<file path="src/rtl/npc_exu_datapath.sv">
// npc RV32 execute slice: 32x32 regfile, one-hot ALU, funct3 decoder.
// Define NPC_RF_BYPASS_EN for write-through read forwarding.
module npc_exu_datapath #(
    parameter int XLEN = 32,
    parameter int NREG = 32,
    localparam int AW  = $clog2(NREG)
) (
    input  logic            clk,
    input  logic            reset,
    input  logic            wen,
    input  logic [AW-1:0]   waddr,
    input  logic [XLEN-1:0] wdata,
    input  logic [AW-1:0]   raddr1,
    output logic [XLEN-1:0] rdata1,
    input  logic [AW-1:0]   raddr2,
    output logic [XLEN-1:0] rdata2,
    input  logic [XLEN-1:0] src1,
    input  logic [XLEN-1:0] src2,
    input  logic [10:0]     alu_op,
    output logic [XLEN-1:0] alu_result,
    input  logic [2:0]      funct3,
    output logic [7:0]      funct3_oh
);

    logic [XLEN-1:0] r_regs [NREG];

    always_ff @(posedge clk or negedge reset) begin
        if (!reset) begin
            for (int i = 0; i < NREG; i++) begin
                r_regs[i] <= '0;
            end
        end else if (wen && waddr != '0) begin
            r_regs[waddr] <= wdata;
        end
    end

    function automatic logic [XLEN-1:0] rf_read(
        input logic [AW-1:0] addr
    );
        logic [XLEN-1:0] v;
        v = '0;
        if (reset && addr != '0) begin
`ifdef NPC_RF_BYPASS_EN
            if (wen && addr == waddr) begin
                v = wdata;
            end else begin
                v = r_regs[addr];
            end
`else
            v = r_regs[addr];
`endif
        end
        return v;
    endfunction

    always_comb begin
        rdata1 = rf_read(raddr1);
        rdata2 = rf_read(raddr2);
    end

    logic [4:0]      w_shamt;
    logic [XLEN-1:0] w_add;
    logic [XLEN-1:0] w_sub;
    logic [XLEN-1:0] w_sll;
    logic [XLEN-1:0] w_srl;
    logic [XLEN-1:0] w_sra;
    logic [XLEN-1:0] w_slt;
    logic [XLEN-1:0] w_sltu;

    assign w_shamt = src2[4:0];
    assign w_add   = src1 + src2;
    assign w_sub   = src1 - src2;
    assign w_sll   = src1 << w_shamt;
    assign w_srl   = src1 >> w_shamt;
    assign w_sra   = $signed(src1) >>> w_shamt;
    assign w_slt   = {{(XLEN-1){1'b0}}, $signed(src1) < $signed(src2)};
    assign w_sltu  = {{(XLEN-1){1'b0}}, src1 < src2};

    // AND-OR mux: multiple selects OR together, no select yields zero
    always_comb begin
        alu_result = ({XLEN{alu_op[0]}}  & w_add)
                   | ({XLEN{alu_op[1]}}  & w_sub)
                   | ({XLEN{alu_op[2]}}  & (src1 & src2))
                   | ({XLEN{alu_op[3]}}  & (src1 | src2))
                   | ({XLEN{alu_op[4]}}  & (src1 ^ src2))
                   | ({XLEN{alu_op[5]}}  & w_sll)
                   | ({XLEN{alu_op[6]}}  & w_srl)
                   | ({XLEN{alu_op[7]}}  & w_sra)
                   | ({XLEN{alu_op[8]}}  & w_slt)
                   | ({XLEN{alu_op[9]}}  & w_sltu)
                   | ({XLEN{alu_op[10]}} & src2);
    end

    assign funct3_oh = 8'b1 << funct3;

endmodule

</file>
<file path="config.mk">
export PLATFORM = sky130hd
export DESIGN_NAME = npc_exu_datapath
export DESIGN_NICKNAME = d
export VERILOG_FILES = /design/src/rtl/npc_exu_datapath.sv
export SDC_FILE = /design/constraint.sdc
export NUM_CORES = 2
export LEC_CHECK = 0
export CELL_PAD_IN_SITES_DETAIL_PLACEMENT = 1
export CELL_PAD_IN_SITES_GLOBAL_PLACEMENT = 1
export CORE_MARGIN = 2
export CORE_UTILIZATION = 55
export DETAILED_ROUTE_END_ITERATION = 7
export PLACE_DENSITY = 0.86
export SKIP_LAST_GASP = 1
export SYNTH_ARGS = -nofsm -noshare
export SYNTH_HDL_FRONTEND = slang
export SYNTH_SLANG_ARGS = --single-unit
</file>
<file path="constraint.sdc">
create_clock -name clk -period 7.65 [get_ports clk]
set_input_delay 0.765 -clock clk [delete_from_list [all_inputs] [get_ports clk]]
set_output_delay 0.765 -clock clk [all_outputs]
set_load 0.01 [all_outputs]
</file>
==> results.txt <==
----------------------------------------------------
[GRT]
  Global-route usage over all layers ... 48.2%
  First-pass GRT wire length ... 419000 um
  Overflow after GRT ... 0
  Via count of the first global-routing pass ... 60357
  Number of antenna violations at the first check in global routing ... 24
  Largest net degree at the start of global routing ... 169

[Place]
  HPWL after detailed placement ... 153000 um
  Final GP Congestion ... 1.00
  Count of buffers inserted at the top-level ports ... 231
  Total instance count after detailed placement ... 6805
  Post-place setup slack ... 1.58 ns
  Post-Place Cell Area ... 0.0672 sq mm

[Synthesis]
  Arithmetic-cell share of the synthesized area counting full adders, half adders and majority gates ... 1.96%
  Main combinational cell family by area after synthesis ... multiplexers
  Number of unique standard cell types used by synthesis ... 82
  Synthesized instance count ... 5483
  Compound-gate portion of the synthesized area ... 11.4%
  Synth Net Count ... 5710
  Synthesized area divided by synthesized cell count ... 11.7 sq um
  Post-synthesis sequential area ratio ... 40.1%
  Top_reg_cell synth ... sky130_fd_sc_hd__dfrtp_1
  Number of synthesized flops with an enable pin ... 0
  Fraction of synthesized cell area in xor and xnor cells ... 0.260%
  Share of flip-flops with an asynchronous set or reset after synthesis ... 100%
  Post-synthesis share of cell area spent on and, or, nand and nor gates ... 4.51%
  Cell area after synthesis ... 0.0639 sq mm
  Number of register bits inferred by synthesis ... 1024
  Mux contribution to synthesized area ... 37.7%
  Number of warnings printed during yosys synthesis ... 0

[Pwr]
  Switching share of power ... 34.3%
  Total power divided by cell area ... 248 mW/mm^2
  Switching power total ... 6000 uW
  Sequential group share of total power ... 43.4%
  Internal power component ... 11500 uW
  Combinational group share of total power ... 26.4%
  VDD IR max ... 0.259 mV
  Clock power frac ... 30.2%
  Standby leakage power ... 0.0304 uW

[Setup path]
  Minimum setup slack among reg-to-reg paths ... 6.58 ns
  Capturing element type of the critical path ... primary output
  CP Max Fanout ... 11
  Critical path startpoint category ... input port
  Critical path type ... in -> out
  R2R cell count ... 1
  Reg2reg start ... r_regs[572]
  Crit path required time ... 6.88 ns
  Arrival @ worst endpoint ... 5.50 ns
  RR Endpoint ... r_regs[572]

[Layout]
  Largest registers ... r_regs (1024)
  Count of fill cells added during filler insertion ... 11284
  Nets ... 5610
  Post-route cell area ... 0.0706 sq mm
  Commonest non-fill, non-tap cells in the layout ... 1128 x sky130_fd_sc_hd__mux2_2, 1024 x sky130_fd_sc_hd__dfrtp_1, 427 x sky130_fd_sc_hd__a21oi_1
  Largest register by flop count ... r_regs
  Proportion of layout cells with a drive suffix above 1 ... 32.8%
  Synth-to-layout area growth ... 10.4%
  Most common library cell in the layout ignoring fill and taps ... sky130_fd_sc_hd__mux2_2
  Number of flip-flops under the largest register name ... 1024
  Post-Layout Cell Count ... 7001

[Clocking]
  TritonCTS clock tree ... done
  H-tree lvl count ... 3
  Latest clock arrival within the worst-skew pair ... 0.72 ns
  Clock sink count ... 1024
  Buffer depth of the longest clock path ... 3
  Clock-pin slew on the worst setup and hold paths ... 0.06 ns
  Total CTS buffers ... 100
  PostCTS Resize Cnt ... 0
  Buffers inserted during post-CTS setup optimization ... 0
  Hold buffer count at CTS ... 0
  Library cell used as clock root buffer ... sky130_fd_sc_hd__clkbuf_16

[Routing]
  M1 WL ... 94000 um
  TritonRoute pass-1 iters ... 8
  Highest metal layer used by the detailed router ... met5
  Initial detailed-routing violation count ... 7558
  Met2 wirelength from detailed routing ... 129000 um
  Sum of met3 wire segment lengths after detailed routing ... 35800 um
  Total Wirelength ... 290000 um
  Routed WL per cell ... 41.5 um
  Via count ... 56255
  # DRC ... 0
  Via/cell ratio ... 8.04
  Antenna-violating nets left ... 0

[Die]
  Die outline height ... 345 um
  Die boundary width ... 345 um
  Initial Utilization ... 55.2%
  Std-Cell Core Area ... 0.116 sq mm
  Number of primary I/O pins ... 232
  Number of rows created at floorplan ... 125
  Full die area ... 0.119 sq mm

[STA]
  Period utilisation layout ... 81.9%
  Number of endpoints with negative hold slack in the final report ... 2
  Max Clk Rate ... 0.160 GHz
  TNS Setup ... 0 ns
  Setup repair after global routing missed its margin ... false
  Skew final ... 0 ns
  Transition time at the pin with the least slew margin ... 1.33 ns
  Final slew viol count ... 0
  Number of endpoints failing setup at the final stage ... 0
  Time the worst path needs with I/O delays and setup ... 6.27 ns
  Worst-case hold slack ... -0.00311 ns
  Relative slew slack ... 11.1%
  Final WS setup ... 1.38 ns

[Min path]
  Class of the worst hold path ... in -> async

[Job]
  Count of max-cap constraint violations ... 0

[Run status]
  Run status ... complete, but fails checks
  Violated checks ... negative hold slack

----------------------------------------------------
[area by class of cell]
type | instances | area (sq um) | area share [%]
clock inverter | 28 | 303 | 0.429
clock buffer | 152 | 3010 | 4.27
antenna | 16 | 40.0 | 0.0567
sequential | 1024 | 25600 | 36.3
inverter | 107 | 402 | 0.569
multi-input combinational | 3800 | 35900 | 50.8
tap | 1524 | 1910 | 2.70
timing repair buffer | 350 | 3400 | 4.82
[power by group through the flow]
stage               registers (uW)  clock network (uW)  logic (uW)
finish                        7600                5290        4610
global route                  7600                5410        4770
CTS                           7470                5210        4460
detailed placement            7390                   0        4190
global placement              7140                   0        3910
floorplan                     7020                   0        2940
[critical path, stage by stage]
cell                              delay, ns
sky130_fd_sc_hd__clkdlybuf4s50_1       0.82
sky130_fd_sc_hd__inv_1                 0.09
sky130_fd_sc_hd__ha_1                  0.45
sky130_fd_sc_hd__nor3_1                0.36
sky130_fd_sc_hd__nand2_1               0.17
sky130_fd_sc_hd__a2111oi_2             0.90
sky130_fd_sc_hd__o21bai_1              0.37
sky130_fd_sc_hd__a2111oi_0             0.47
sky130_fd_sc_hd__buf_4                 0.21
sky130_fd_sc_hd__nor2_1                0.05
sky130_fd_sc_hd__nor3_1                0.17
sky130_fd_sc_hd__o21ai_0               0.12
sky130_fd_sc_hd__clkdlybuf4s50_1       0.55
[how the worst max path moves through the flow]
stage	from	to	slack [ns]	depth (start not counted)
finish	src1[11]	alu_result[0]	1.38	13
global route	src1[13]	alu_result[28]	1.15	13
CTS	src1[13]	alu_result[0]	1.56	13
detailed placement	src1[13]	alu_result[0]	1.58	13
global placement	src1[11]	alu_result[0]	1.68	13
floorplan	src2[2]	alu_result[31]	2.86	13
[cells by family after synthesis]
family	after synthesis
buffers and inverters	659
and+or+nand+nor	649
adders and majority gates	99
DFF	1024
muxes	1861
xor gates and xnor gates	19
AOI/OAI and AO/OA	1172
[synthesized netlist by cell type (64+ instances only)]
library cell | instances | share of area [%]
sky130_fd_sc_hd__ha_1 | 97 | 1.9
sky130_fd_sc_hd__mux2_2 | 1128 | 20
sky130_fd_sc_hd__o21ai_0 | 234 | 1.8
sky130_fd_sc_hd__mux2i_1 | 413 | 6.5
sky130_fd_sc_hd__buf_1 | 93 | 0.55
sky130_fd_sc_hd__nor2_1 | 285 | 1.7
sky130_fd_sc_hd__nor3_1 | 96 | 0.75
sky130_fd_sc_hd__o221ai_1 | 134 | 1.8
sky130_fd_sc_hd__inv_1 | 103 | 0.60
sky130_fd_sc_hd__clkbuf_1 | 386 | 2.3
sky130_fd_sc_hd__nand2_1 | 139 | 0.82
sky130_fd_sc_hd__a21oi_1 | 427 | 3.3
sky130_fd_sc_hd__dfrtp_1 | 1024 | 40
sky130_fd_sc_hd__o22ai_1 | 141 | 1.4
sky130_fd_sc_hd__buf_2 | 64 | 0.50
sky130_fd_sc_hd__mux4_2 | 312 | 11
[metrics by stage]
stage               utilization, %  power, uW
finish                        61.0      17500
global route                  61.0      17800
CTS                           60.9      17100
detailed placement            58.1      11600
global placement              58.1      11100
floorplan                        -       9960
[per-layer routing]
metal | GRT usage (%) | vias up
met3 | 16.6 | 2210
met1 | 54.0 | 28019
met4 | 43.2 | 18
met5 | 0.321 | -
li1 | - | 20586
met2 | 72.7 | 5422
No activity file was read; power rests on OpenSTA's default activity.
